## src/rtl/axil_ls_pkg.sv

```systemverilog
// Shared definitions for the AXI4-Lite to load/store backend frontend.
// Holds the transaction FSM state encoding and the AXI response codes.
package axil_ls_pkg;

    typedef enum logic [2:0] {
        ST_IDLE     = 3'd0,
        ST_WR_ISSUE = 3'd1,
        ST_WR_RESP  = 3'd2,
        ST_RD_ISSUE = 3'd3,
        ST_RD_WAIT  = 3'd4,
        ST_RD_RESP  = 3'd5
    } state_t;

    localparam logic [1:0] RESP_OKAY   = 2'b00;
    localparam logic [1:0] RESP_SLVERR = 2'b10;

endpackage

```

## src/rtl/axil_ls_frontend.sv

```systemverilog
// AXI4-Lite slave frontend that turns single AXI transactions into one-cycle
// load/store pulses for a simple backend.
//
// Ports:
//   axi_aclk, axi_reset          clock, synchronous active-high reset
//   axi_aw*/axi_w*/axi_b*        AXI write address, data and response channels
//   axi_ar*/axi_r*               AXI read address and data channels
//   bk_ls_wstart/waddr/wdata/wstrb   one-cycle backend write command
//   bk_ls_rstart/raddr               one-cycle backend read command
//   bk_ls_rdata/rdone                backend read completion (one-cycle)
//
// AW and W are buffered independently in single-entry holding registers.
// Only one transaction is in flight; reads and writes alternate when both are
// pending, with writes preferred after reset. A read that gets no rdone within
// RD_TIMEOUT wait cycles completes with SLVERR and all-ones data.
module axil_ls_frontend
    import axil_ls_pkg::*;
#(
    parameter int ADDR_W     = 15,
    parameter int RD_TIMEOUT = 255
) (
    input  logic              axi_aclk,
    input  logic              axi_reset,
    input  logic [ADDR_W-1:0] axi_awaddr,
    input  logic              axi_awvalid,
    output logic              axi_awready,
    input  logic [31:0]       axi_wdata,
    input  logic [3:0]        axi_wstrb,
    input  logic              axi_wvalid,
    output logic              axi_wready,
    output logic [1:0]        axi_bresp,
    output logic              axi_bvalid,
    input  logic              axi_bready,
    input  logic [ADDR_W-1:0] axi_araddr,
    input  logic              axi_arvalid,
    output logic              axi_arready,
    output logic [31:0]       axi_rdata,
    output logic [1:0]        axi_rresp,
    output logic              axi_rvalid,
    input  logic              axi_rready,
    output logic              bk_ls_wstart,
    output logic [ADDR_W-1:0] bk_ls_waddr,
    output logic [31:0]       bk_ls_wdata,
    output logic [3:0]        bk_ls_wstrb,
    output logic              bk_ls_rstart,
    output logic [ADDR_W-1:0] bk_ls_raddr,
    input  logic [31:0]       bk_ls_rdata,
    input  logic              bk_ls_rdone
);

    localparam int CNT_W = (RD_TIMEOUT < 2) ? 1 : $clog2(RD_TIMEOUT + 1);

    state_t state_reg, state_next;

    logic              aw_full_reg;
    logic [ADDR_W-1:0] aw_addr_reg;
    logic              w_full_reg;
    logic [31:0]       w_data_reg;
    logic [3:0]        w_strb_reg;
    logic [ADDR_W-1:0] ar_addr_reg;
    logic              last_wr_reg;
    logic [CNT_W-1:0]  cnt_reg;
    logic [31:0]       rdata_reg;
    logic [1:0]        rresp_reg;

    logic run;
    logic aw_hs, w_hs, ar_hs;
    logic pair_avail;
    logic timeout_hit;
    logic wstart_c, rstart_c, bvalid_c, rvalid_c;

    // Outputs are forced low combinationally while reset is asserted, so even
    // the first reset cycle (before the registers clear) shows all zeros.
    assign run = ~axi_reset;

    assign axi_awready = run & ~aw_full_reg;
    assign axi_wready  = run & ~w_full_reg;
    assign aw_hs       = axi_awvalid & axi_awready;
    assign w_hs        = axi_wvalid & axi_wready;

    // A pair counts as available if it is held or completing this cycle; this
    // lets a write go straight to WR_ISSUE on the cycle after its handshake.
    assign pair_avail  = (aw_full_reg | aw_hs) & (w_full_reg | w_hs);

    // Reads are blocked while a write pair is ready unless the last served
    // transaction was a write, which yields strict alternation under load.
    assign axi_arready = run & (state_reg == ST_IDLE) & (~pair_avail | last_wr_reg);
    assign ar_hs       = axi_arvalid & axi_arready;

    // Counter holds the number of completed RD_WAIT cycles; this cycle is the
    // RD_TIMEOUT-th one when it equals RD_TIMEOUT-1.
    assign timeout_hit = (cnt_reg == CNT_W'(RD_TIMEOUT - 1));

    always_ff @(posedge axi_aclk) begin
        if (axi_reset) begin
            state_reg <= ST_IDLE;
        end else begin
            state_reg <= state_next;
        end
    end

    always_comb begin
        state_next = state_reg;
        wstart_c   = 1'b0;
        rstart_c   = 1'b0;
        bvalid_c   = 1'b0;
        rvalid_c   = 1'b0;
        case (state_reg)
            ST_IDLE: begin
                if (ar_hs) begin
                    state_next = ST_RD_ISSUE;
                end else if (pair_avail) begin
                    state_next = ST_WR_ISSUE;
                end
            end
            ST_WR_ISSUE: begin
                wstart_c   = 1'b1;
                state_next = ST_WR_RESP;
            end
            ST_WR_RESP: begin
                bvalid_c = 1'b1;
                if (axi_bready) begin
                    state_next = ST_IDLE;
                end
            end
            ST_RD_ISSUE: begin
                rstart_c   = 1'b1;
                state_next = ST_RD_WAIT;
            end
            ST_RD_WAIT: begin
                if (bk_ls_rdone || timeout_hit) begin
                    state_next = ST_RD_RESP;
                end
            end
            ST_RD_RESP: begin
                rvalid_c = 1'b1;
                if (axi_rready) begin
                    state_next = ST_IDLE;
                end
            end
            default: state_next = ST_IDLE;
        endcase
    end

    always_ff @(posedge axi_aclk) begin
        if (axi_reset) begin
            aw_full_reg <= 1'b0;
            aw_addr_reg <= '0;
            w_full_reg  <= 1'b0;
            w_data_reg  <= '0;
            w_strb_reg  <= '0;
            ar_addr_reg <= '0;
            last_wr_reg <= 1'b0;
            cnt_reg     <= '0;
            rdata_reg   <= '0;
            rresp_reg   <= RESP_OKAY;
        end else begin
            // Holds are full throughout WR_ISSUE, so no capture can collide
            // with the release.
            if (aw_hs) begin
                aw_full_reg <= 1'b1;
                aw_addr_reg <= axi_awaddr;
            end else if (state_reg == ST_WR_ISSUE) begin
                aw_full_reg <= 1'b0;
            end
            if (w_hs) begin
                w_full_reg <= 1'b1;
                w_data_reg <= axi_wdata;
                w_strb_reg <= axi_wstrb;
            end else if (state_reg == ST_WR_ISSUE) begin
                w_full_reg <= 1'b0;
            end

            if (ar_hs) begin
                ar_addr_reg <= axi_araddr;
                last_wr_reg <= 1'b0;
            end else if (state_reg == ST_IDLE && state_next == ST_WR_ISSUE) begin
                last_wr_reg <= 1'b1;
            end

            if (state_reg == ST_RD_ISSUE) begin
                cnt_reg <= '0;
            end else if (state_reg == ST_RD_WAIT) begin
                cnt_reg <= cnt_reg + CNT_W'(1);
            end

            // rdone is checked first so it wins over a simultaneous timeout.
            if (state_reg == ST_RD_WAIT) begin
                if (bk_ls_rdone) begin
                    rdata_reg <= bk_ls_rdata;
                    rresp_reg <= RESP_OKAY;
                end else if (timeout_hit) begin
                    rdata_reg <= 32'hFFFF_FFFF;
                    rresp_reg <= RESP_SLVERR;
                end
            end
        end
    end

    assign axi_bvalid   = run & bvalid_c;
    assign axi_bresp    = RESP_OKAY;
    assign axi_rvalid   = run & rvalid_c;
    assign axi_rdata    = run ? rdata_reg : '0;
    assign axi_rresp    = run ? rresp_reg : '0;
    assign bk_ls_wstart = run & wstart_c;
    assign bk_ls_waddr  = run ? aw_addr_reg : '0;
    assign bk_ls_wdata  = run ? w_data_reg : '0;
    assign bk_ls_wstrb  = run ? w_strb_reg : '0;
    assign bk_ls_rstart = run & rstart_c;
    assign bk_ls_raddr  = run ? ar_addr_reg : '0;

endmodule
```

## config.mk

```make
export PLATFORM = sky130hd
export DESIGN_NAME = axil_ls_frontend
export DESIGN_NICKNAME = d
export VERILOG_FILES = /design/src/rtl/axil_ls_pkg.sv /design/src/rtl/axil_ls_frontend.sv
export SDC_FILE = /design/constraint.sdc
export NUM_CORES = 1
export LEC_CHECK = 0
export CELL_PAD_IN_SITES_DETAIL_PLACEMENT = 0
export CELL_PAD_IN_SITES_GLOBAL_PLACEMENT = 1
export CORE_ASPECT_RATIO = 0.8
export CORE_UTILIZATION = 33
export DETAILED_ROUTE_END_ITERATION = 8
export GPL_TIMING_DRIVEN = 0
export PLACE_DENSITY_LB_ADDON = 0.1
export SYNTH_ARGS = -nofsm -noshare
export SYNTH_HDL_FRONTEND = slang
export SYNTH_SLANG_ARGS = --single-unit
```

## constraint.sdc

```tcl
create_clock -name axi_aclk -period 2.55 [get_ports axi_aclk]
set_input_delay 0.3825 -clock axi_aclk [delete_from_list [all_inputs] [get_ports axi_aclk]]
set_output_delay 0.3825 -clock axi_aclk [all_outputs]
set_load 0.005 [all_outputs]
```

======== Word level (Yosys, flattened, before mapping) ========
Index checks and enable logic that the tools add are counted.
word-level totals
  register bits ........................... 114
  input bits .............................. 106
  output and inout port bits .............. 109
  word-level logic and storage cells ...... 70
cells by class
  muxes and demuxes ....................... 23
  $add $sub $neg .......................... 1
  equal/unequal tests ..................... 7
  reduce and logical (&&, ||, !) cells .... 9
  bitwise logic cells ..................... 19
operators by type and width
  kind                 number
  $mux 32              4
  $mux 15              2
  $pmux 3 s6           1
  $mux 3               5
  $and 1x1->1          12
  $add 8x1->8 const B  1
  $eq 8x8->1 const B   1
  $mux 1               7
  $eq 3x1->1 const B   2
  $eq 3x2->1 const B   2
  $eq 3x3->1 const B   2
  $mux 2               3
  $reduce_bool 2->1    3
  $mux 4               1
  $not 1->1            4
  $reduce_or 2->1      2
  $logic_not 3->1      1
  $or 1x1->1           3
  $reduce_and 2->1     1
  $logic_and 1x1->1    1
  $logic_or 1x1->1     1

======== Depth between registers and ports, before layout ========
Gate-level depths: netlist of run 1.
  depth after elaboration ................. 13
  mapped depth ............................ 8
  gate-level depth less buffers ........... 6

======== Worst setup path after synthesis of run 1 ========
Ideal clock, no wire load.
  path type ............................... reg-to-reg
  start ................................... register cnt_reg[0]
  end ..................................... register rdata_reg[10]
  arrival time ............................ 1.515 ns
  stages on the path, launching flop included .. 9
  path buffers ............................ 2
  setup time .............................. 0.119 ns
  slack ................................... 0.916 ns
  data required time ...................... 2.431 ns
  clock period less this slack ............ 1.634 ns
  cells stage by stage .................... dfxtp_1 > inv_1 > ha_1 > and3_1 > a21oi_1 > nor2b_1 > buf_2 > buf_2 > o221a_2
between the ends
  longest elaborated chain between the ends .. 3
ends and longest elaborated chain
  element                      RTL line                 source
  start, declared              axil_ls_frontend.sv:62   logic [CNT_W-1:0] cnt_reg;
  start signal, assigned       axil_ls_frontend.sv:184  cnt_reg <= cnt_reg + CNT_W'(1);
  $eq 8x8->1                   axil_ls_frontend.sv:92   assign timeout_hit = (cnt_reg == CNT_W'(RD_TIMEOUT - 1));
  $reduce_bool 2->1 (no line)  n/a
  $reduce_and 2->1 (no line)   n/a
  end signal, assigned         axil_ls_frontend.sv:190  rdata_reg <= bk_ls_rdata;
  end, declared                axil_ls_frontend.sv:63   logic [31:0] rdata_reg;
Every way passes these cells.
A chain may end at the register's enable or synchronous reset.

======== Worst setup path in the final report of run 1 ========
  start ................................... input axi_reset
  end ..................................... output bk_ls_wstart
between the ends
  longest elaborated chain between the ends .. 2
ends and longest elaborated chain
  element          RTL line                 source
  start, declared  axil_ls_frontend.sv:23   input logic axi_reset,
  $not 1->1        axil_ls_frontend.sv:74   assign run = ~axi_reset;
  $and 1x1->1      axil_ls_frontend.sv:205  assign bk_ls_wstart = run & wstart_c;
  end, declared    axil_ls_frontend.sv:41   output logic bk_ls_wstart,
Every way passes these cells.

==> flow_summary.toml, run 1 <==
[detailed_routing]
vias = 3814
totalWireLength_mm = 12.4
ant_nets = 0
dr.pass1.iters = 4
wl_per_cell_um = 14.7
drcViolationCount = 0
drt_first_iter_violations = 91
post_drt_via_cell_ratio = 4.52

[sta]
timing.final.crit_share_pct = 94.1
worstMarginPinSlew_ps = 576
holdWs_ps = 512
final-max-slew-violation-count = 0
maxSlewHeadroom_pct = 61.3
min_period_ps = 2400
setup_ws_ps = 151
skew_ps = 11.5
rsz0062_at_grt = "false"
hold_viol_final = 0
fmax_mhz = 417
final-setup-viol-count = 0

[yosys]
async_reset_ff_share_pct = 0
yosysSeqAreaShare_pct = 48.0
synth_edf_count = 0
synth_cell_types = 42
syn_area_mm2 = 0.00472
yosys_register_bits = 113
synth_top_flop_cell = "dfxtp_1"
synthCells = 419
avgSynthCellArea_um2 = 11.3
yosysWarnings = 0

[global_routing]
antenna_found_initial = 0
grt_pass1_wl_mm = 19.0
track_usage_pct = 16.7
grt_max_degree = 17
grt_pass1_vias = 3729
grt_overflow = 0

[floorplan]
die_w_um = 136
start_util_pct = 34.3
io_pins = 215
rows = 38
dieArea_mm2 = 0.0148
core_area_mm2 = 0.0137
die-height_um = 109

[power_and_ir_drop]
peakVddDrop_mv = 0.414
power.density_mw_per_mm2 = 678
leakagePower_nw = 3.02
p_total_mw = 5.23

[cells_and_area]
area_growth_pct = 63.8
antennaDiodeCount = 0
layout.nets = 759
final_cells = 844
drive_gt1_share_pct = 23.8
nFillCells = 1147
final_util_pct = 56.2

[worst_setup_path]
cp_top_family = "buffers and inverters"
critPathKind = "in2out"
endpoint_kind = "output port"
rr_worst_depth = 8
crit_top_cell = "buf_4"
slowest_delay_ps = 550
arrival_ps = 2020
timing.rr.end = "rdata_reg[9]$_SDFFE_PP0P_"
critPathLaunchType = "primary input"
r2r_start = "cnt_reg[0]$_SDFFE_PP0P_"
cp_slowest_cell = "clkdlybuf4s50_1"
crit_buf_inv = 5
cp.required_ps = 2170
crit_chain = "dlygate4sd2_1, buf_4, buf_4, buf_4, nor3_1, clkdlybuf4s50_1"
cp_max_fo = 10
r2r_slack_ps = 680

[min_path]
min_path_type = "reg2reg"
hold_path_end = "cnt_reg[5]$_SDFFE_PP0P_"
worstHoldStart = "cnt_reg[5]$_SDFFE_PP0P_"
hold-path-cell-count = 2

[clock_tree]
cts.path.max_buffers = 2
cts_hold_buffers = 0
post_cts_buffers = 0
clock_sinks = 113
numCtsBuffers = 17
worstSkewPairLatency_ps = 400
post_cts_resized = 7
clkTransAtPathRegs_ps = 50
cts_tree = "yes"
cts_htree_levels = 4
cts_root_buf = "clkbuf_16"

[status]
status = "completed"

[placement]
pre_cts_ws_ps = -391
port-buffer-count = 211
placedCellCount = 812
gp_congestion = 0.719
dpl.hpwl_mm = 9.12

[flow_run]
max-cap-violations = 0
==> tightest hold or removal path: cells and delay by family, from the launching register on <==
kind	cells	cell delay, ps
AND/OR/NAND/NOR	1	70
flip-flops	1	330
XOR/XNOR	1	70
==> metal layers <==
| layer | track usage, % | vias up | part of all wire, % |
|---|---|---|---|
| met1 | 21.8 | 1771 | 47 |
| li1 | - | 1920 | - |
| met2 | 25.9 | 115 | 46 |
| met4 | 6.74 | 0 | 0.87 |
| met5 | 0 | - | 0 |
| met3 | 4.79 | 8 | 5.9 |
==> synth_stat cells, types with 2 or more instances <==
library cell  count  area share (%)
nor2_1           14             1.1
nand4_1           2            0.27
and3_1            2            0.27
ha_1              2            0.53
and2_1            3            0.40
mux2_2           48              11
o21a_1            2            0.32
buf_6             3            0.72
clkbuf_1         15             1.2
buf_4             4            0.64
nand3_1           3            0.32
nand2_1           4            0.32
a21oi_1           2            0.21
o221a_2          32             7.6
nor3_1            4            0.42
a211oi_1          5            0.80
inv_1             3            0.24
nand2b_1          2            0.27
dfxtp_1         113              48
buf_2            11             1.2
mux2_4           18             5.7
nor2b_1         102              14
xor2_1            6             1.1
==> worst max-delay path by stage <==
| stage | start | to | depth (start not counted) |
|---|---|---|---|
| global placement | axi_reset | bk_ls_rstart | 6 |
| finish | axi_reset | bk_ls_wstart | 6 |
| CTS | axi_reset | bk_ls_waddr[12] | 5 |
| global route | axi_reset | bk_ls_wdata[1] | 5 |
| floorplan | cnt_reg[0]$_SDFFE_PP0P_ | rdata_reg[10]$_SDFFE_PP0P_ | 8 |
| detailed placement | axi_reset | axi_bvalid | 6 |
==> layout make-up <==
class	instances	area, um2	share of cell area (%)
plain buffers	35	204	2.64
clock buffers	21	480	6.22
clock inverters	11	174	2.25
inverters	4	15.0	0.194
multi-input cells	269	2250	29.2
flip-flops and latches	113	2260	29.3
well taps	180	225	2.92
repair buffers	211	2110	27.3
==> cells in the final DEF, fill, tap and decap left out, drive strengths merged, types with 2 or more instances in the layout <==
master / Yosys / final
clkinv: 0 / 2
inv: 4 / 6
bufinv: 0 / 4
and2: 3 / 3
a211oi: 5 / 5
ha: 2 / 2
a21oi: 2 / 2
nand3: 3 / 3
and3: 2 / 2
nand4: 2 / 2
clkinvlp: 0 / 3
nand2: 4 / 4
o21ai: 2 / 2
clkdlybuf4s50: 0 / 210
o21a: 2 / 2
xor2: 6 / 6
nor2b: 102 / 102
nand2b: 2 / 2
conb: 1 / 3
o221a: 32 / 32
mux2: 66 / 66
dfxtp: 113 / 113
clkbuf: 15 / 36
buf: 20 / 20
nor2: 15 / 15
nor3: 4 / 4
==> stage by stage <==
stage / area, um2 / setup TNS, ps
final: 7720 / 0
after global routing: 7720 / 0
after CTS: 7720 / 0
after detailed placement: 7060 / -14910
after global placement: 7060 / -13100
after floorplan: 4720 / 0
==> logic make-up (layout without fill, tap and decap cells) <==
family / count (synthesis) / in the layout / share of synthesized area, %
flops: 113 / 113 / 48.0
xor+xnor: 7 / 7 / 1.30
mux: 66 / 66 / 17.2
fa+ha+maj: 2 / 2 / 0.531
compound gates: 51 / 51 / 10.6
other cells: 1 / 3 / 0.0795
buf+inv: 39 / 282 / 4.43
simple gates: 140 / 140 / 17.9
==> power by group <==
part / total (mW) / internal (mW) / switching (mW)
clock: 2.59 / 1.75 / 0.846
combinational: 0.708 / 0.465 / 0.243
sequential: 1.93 / 1.89 / 0.0465
(Power assumes the default switching activity.)
==> inputs of run 2 (changes only) <==
CORE_UTILIZATION = 31   (was 33)
SKIP_CTS_REPAIR_TIMING = 1   (was not set)
clock period = 2.66 ns   (was 2.55 ns; I/O delays follow)
==> run 2 against run 1 <==
Final cell count increased by 0.47%. Count of clock-buffer cells in the layout is 2 lower. First-iteration DRC count increased by 5.5%. Total power decreased by 7.9%. Combinational power down 4.5%. Die area increased by 6.3%. Clock power is 12% lower. Wire length increased by 1.2%.
==> flow_summary.toml, run 2 (synthesis results as in run 1) <==
[status]
status = "completed"

[detailed_routing]
post_drt_via_cell_ratio = 4.58
met3_length_um = 784
wl_per_cell_um = 14.8
dr_wl_met2_mm = 5.98
dr.pass1.iters = 4
m1WireLength_mm = 5.64
highest_layer = "met4"
drcViolationCount = 0
drt_first_iter_violations = 96
totalWireLength_mm = 12.5
vias = 3882
ant_nets = 0

[clock_tree]
cts_root_buf = "clkbuf_16"
cts_htree_levels = 4
cts.path.max_buffers = 2
cts_tree = "yes"
worstSkewPairLatency_ps = 410
numCtsBuffers = 17
clkTransAtPathRegs_ps = 50
clock_sinks = 113

[sta]
final-max-slew-violation-count = 0
setup_ws_ps = 306
timing.final.crit_share_pct = 88.5
min_period_ps = 2350
rsz0062_at_grt = "false"
skew_ps = 10.2
fmax_mhz = 425
worstMarginPinSlew_ps = 578
hold_viol_final = 0
final-setup-viol-count = 0
maxSlewHeadroom_pct = 61.2

[worst_setup_path]
critPathKind = "in2out"
critPathLaunchType = "primary input"
endpoint_kind = "output port"
cp_max_fo = 10
arrival_ps = 1960
r2r_start = "cnt_reg[0]$_SDFFE_PP0P_"
cp.required_ps = 2260
startpoint = "axi_reset"

[cells_and_area]
final_common_cell = "clkdlybuf4s50_1"
antennaDiodeCount = 0
drive_gt1_share_pct = 23.5
area_growth_pct = 62.9
multiInputGateArea_mm2 = 0.00225
nFillCells = 1263
layout.nets = 759
mostFrequentLayoutCells = "210 x clkdlybuf4s50_1, 113 x dfxtp_1, 102 x nor2b_1, 48 x mux2_2, 32 x o221a_2"
seqCellArea_mm2 = 0.00226
stdcell_area_mm2 = 0.00768

[floorplan]
rows = 39
core_area_mm2 = 0.0145
start_util_pct = 32.4
dieArea_mm2 = 0.0157
die-height_um = 112
io_pins = 215
die_w_um = 140

[placement]
gp_congestion = 0.700
port-buffer-count = 211
pre_cts_ws_ps = -303
place_area_mm2 = 0.00707
dpl.hpwl_mm = 9.42

[min_path]
worstHoldStart = "axi_reset"
min_path_type = "in2reg"

[power_and_ir_drop]
power.density_mw_per_mm2 = 628
leakagePower_nw = 3.00
p_total_mw = 4.82
peakVddDrop_mv = 0.537

[global_routing]
grt_overflow = 0
grt_pass1_wl_mm = 20.2
antenna_found_initial = 0
grt_pass1_vias = 3930
track_usage_pct = 16.5
grt_max_degree = 17

[flow_run]
max-cap-violations = 0
==> run 2: cell type report <==
type,count,area share [%]
inverters,4,0.196
clock buffers,19,5.77
clock inverters,13,2.12
plain buffers,35,2.61
multi-input cells,269,29.3
repair buffers,211,27.5
well taps,184,3.00
flip-flops and latches,113,29.5
==> run 2: worst max-delay path, stage by stage <==
cell and delay [ps]:
dlymetal6s2s_1 180, buf_4 210, buf_2 200, clkbuf_4 220, nor3_1 190, clkdlybuf4s50_1 550
==> run 2: metrics by stage <==
stage	util, %	instances	setup TNS, ps	hold WS, ps
2_1_floorplan	-	421	0	471
3_3_place_gp	48.6	816	-6720	490
3_5_place_dp	48.6	816	-6430	499
4_1_cts	52.8	848	-6540	515
5_1_grt	52.8	848	0	537
6_report	52.8	848	0	480
==> run 2: worst paths after layout <==
kind | cells past startpoint | slack (ps) | endpoint
max | 6 | 310 | axi_bvalid
min | 4 | 480 | last_wr_reg$_SDFFE_PP0P_
max reg2reg | 8 | 770 | rdata_reg[20]$_SDFFE_PP0P_
min reg2reg | 2 | 520 | cnt_reg[7]$_SDFFE_PP0P_
==> run 2: power breakdown <==
group | internal, mW | switching, mW
clock | 1.49 | 0.795
sequential | 1.81 | 0.0439
combinational | 0.445 | 0.231
total | 3.75 | 1.07
==> run 2: layer usage <==
| layer | GRT usage [%] | up-vias |
|---|---|---|
| li1 | - | 1923 |
| met5 | 0 | - |
| met4 | 5.93 | 0 |
| met3 | 5.84 | 14 |
| met2 | 27.3 | 112 |
| met1 | 19.7 | 1833 |
==> inputs of run 3 (changes only) <==
CORE_MARGIN = 3   (was not set)
GPL_ROUTABILITY_DRIVEN = 1   (was not set)
PLACE_DENSITY = 0.88   (was not set)
PLACE_DENSITY_LB_ADDON = not set   (was 0.1)
==> run 3 against run 2 <==
Count of clock-buffer cells in the layout up 6. Final cell count down 0.35%. Largest cell class unchanged. First-iteration DRC count up 25%. Die area up 6.5%. Fmax down 4.1%. Wire length up 8.8%. Hold slack better by 36 ps. Combinational power up 1%. Register-to-register slack better by 80 ps. Sequential share of layout area about the same. Total power up 1.3%.
==> flow_summary.toml, run 3 (synthesis results as in run 1) <==
[status]
status = "completed"

[cells_and_area]
final_common_cell = "clkdlybuf4s50_1"
final_util_pct = 52.7
final_cells = 845
mostFrequentLayoutCells = "210 x clkdlybuf4s50_1, 113 x dfxtp_1, 102 x nor2b_1, 48 x mux2_2, 32 x o221a_2"
area_growth_pct = 63.1
drive_gt1_share_pct = 23.0
layout.nets = 759
stdcell_area_mm2 = 0.00769
antennaDiodeCount = 0
nFillCells = 1275

[power_and_ir_drop]
combPwrFrac_pct = 14.0
switching_share_pct = 20.9
power.density_mw_per_mm2 = 635
seqPwrFrac_pct = 38.1
clockPowerShare_pct = 47.9
p_sw_mw = 1.02
peakVddDrop_mv = 0.384
p_int_mw = 3.86
p_total_mw = 4.88
leakagePower_nw = 3.01

[detailed_routing]
drcViolationCount = 0
ant_nets = 0
vias = 3905
wl_per_cell_um = 16.2
post_drt_via_cell_ratio = 4.62
totalWireLength_mm = 13.7
dr.pass1.iters = 4
drt_first_iter_violations = 120

[placement]
place_area_mm2 = 0.00707
dpl.hpwl_mm = 10.2
port-buffer-count = 211
placedCellCount = 816
gp_congestion = 0.792

[min_path]
worstHoldStart = "axi_reset"
min_path_type = "in2reg"

[worst_setup_path]
cp_max_fo = 10
endpoint_kind = "output port"
startpoint = "axi_reset"
critPathLaunchType = "primary input"
crit_chain = "dlymetal6s2s_1, buf_4, clkbuf_4, clkbuf_4, nor3_1, clkdlybuf4s50_1"
cp_slowest_cell = "clkdlybuf4s50_1"
cp_top_family = "buffers and inverters"
crit_buf_inv = 5
critPathKind = "in2out"
slowest_delay_ps = 550
cp.required_ps = 2260
crit_top_cell = "clkbuf_4"
r2r_start = "cnt_reg[0]$_SDFFE_PP0P_"
arrival_ps = 2060

[floorplan]
dieArea_mm2 = 0.0167
rows = 39
die_w_um = 144
io_pins = 215
core_area_mm2 = 0.0146
die-height_um = 116
start_util_pct = 32.3

[sta]
finalSetupTns_ps = 0
maxSlewHeadroom_pct = 62.5
worstMarginPinSlew_ps = 558
timing.final.crit_share_pct = 92.3
fmax_mhz = 407
rsz0062_at_grt = "false"
min_period_ps = 2450
final-setup-viol-count = 0
final-max-slew-violation-count = 0
skew_ps = 9.05
hold_viol_final = 0

[global_routing]
track_usage_pct = 16.2
grt_pass1_wl_mm = 20.9
antenna_found_initial = 0
grt_overflow = 0
grt_pass1_vias = 4073
grt_max_degree = 17

[clock_tree]
worstSkewPairLatency_ps = 410
clock_sinks = 113
cts.path.max_buffers = 2
cts_htree_levels = 4
cts_tree = "yes"
clkTransAtPathRegs_ps = 50
numCtsBuffers = 17
cts_root_buf = "clkbuf_16"

[flow_run]
max-cap-violations = 0
==> run 3: final timing paths <==
path | cells past startpoint | to | slack [ps]
setup / recovery | 6 | bk_ls_wstart | 210
hold reg to reg | 2 | cnt_reg[5]$_SDFFE_PP0P_ | 520
setup reg to reg | 8 | rdata_reg[30]$_SDFFE_PP0P_ | 850
hold / removal | 4 | last_wr_reg$_SDFFE_PP0P_ | 520
==> run 3: power by group through the flow <==
stage / clock network (mW) / registers (mW) / logic [mW]
after floorplan: 0 / 1.88 / 0.331
after global placement: 0 / 1.89 / 0.669
after detailed placement: 0 / 1.89 / 0.685
after CTS: 2.40 / 1.86 / 0.690
after global routing: 2.48 / 1.87 / 0.738
final: 2.34 / 1.86 / 0.683
==> run 3: worst min-delay path, stage by stage <==
cell and delay [ps]:
dlymetal6s2s_1 240, nor4_4 80, o221ai_1 80, a21oi_1 70
==> run 3: metrics by stage <==
step                setup slack, ps  hold slack (ps)
finish                          205              515
global route                    116              540
CTS                            -461              524
detailed placement             -474              512
global placement               -414              488
floorplan                      1030              471
==> run 3: area by class of cell <==
cell class	instances	area [um2]	share of cell area (%)
buffer	35	203	2.64
clock buffer	25	515	6.70
clock inverter	4	97.6	1.27
inverter	4	15.0	0.195
multi-input combinational	269	2250	29.3
sequential	113	2260	29.4
tap	184	230	2.99
timing repair buffer	211	2110	27.5
==> run 3: routing by layer <==
| metal | track usage (%) | share of wire (%) |
|---|---|---|
| met1 | 18.3 | 41 |
| met2 | 27.2 | 47 |
| met3 | 7.86 | 11 |
| met5 | 0 | 0 |
| met4 | 4.52 | 0.90 |
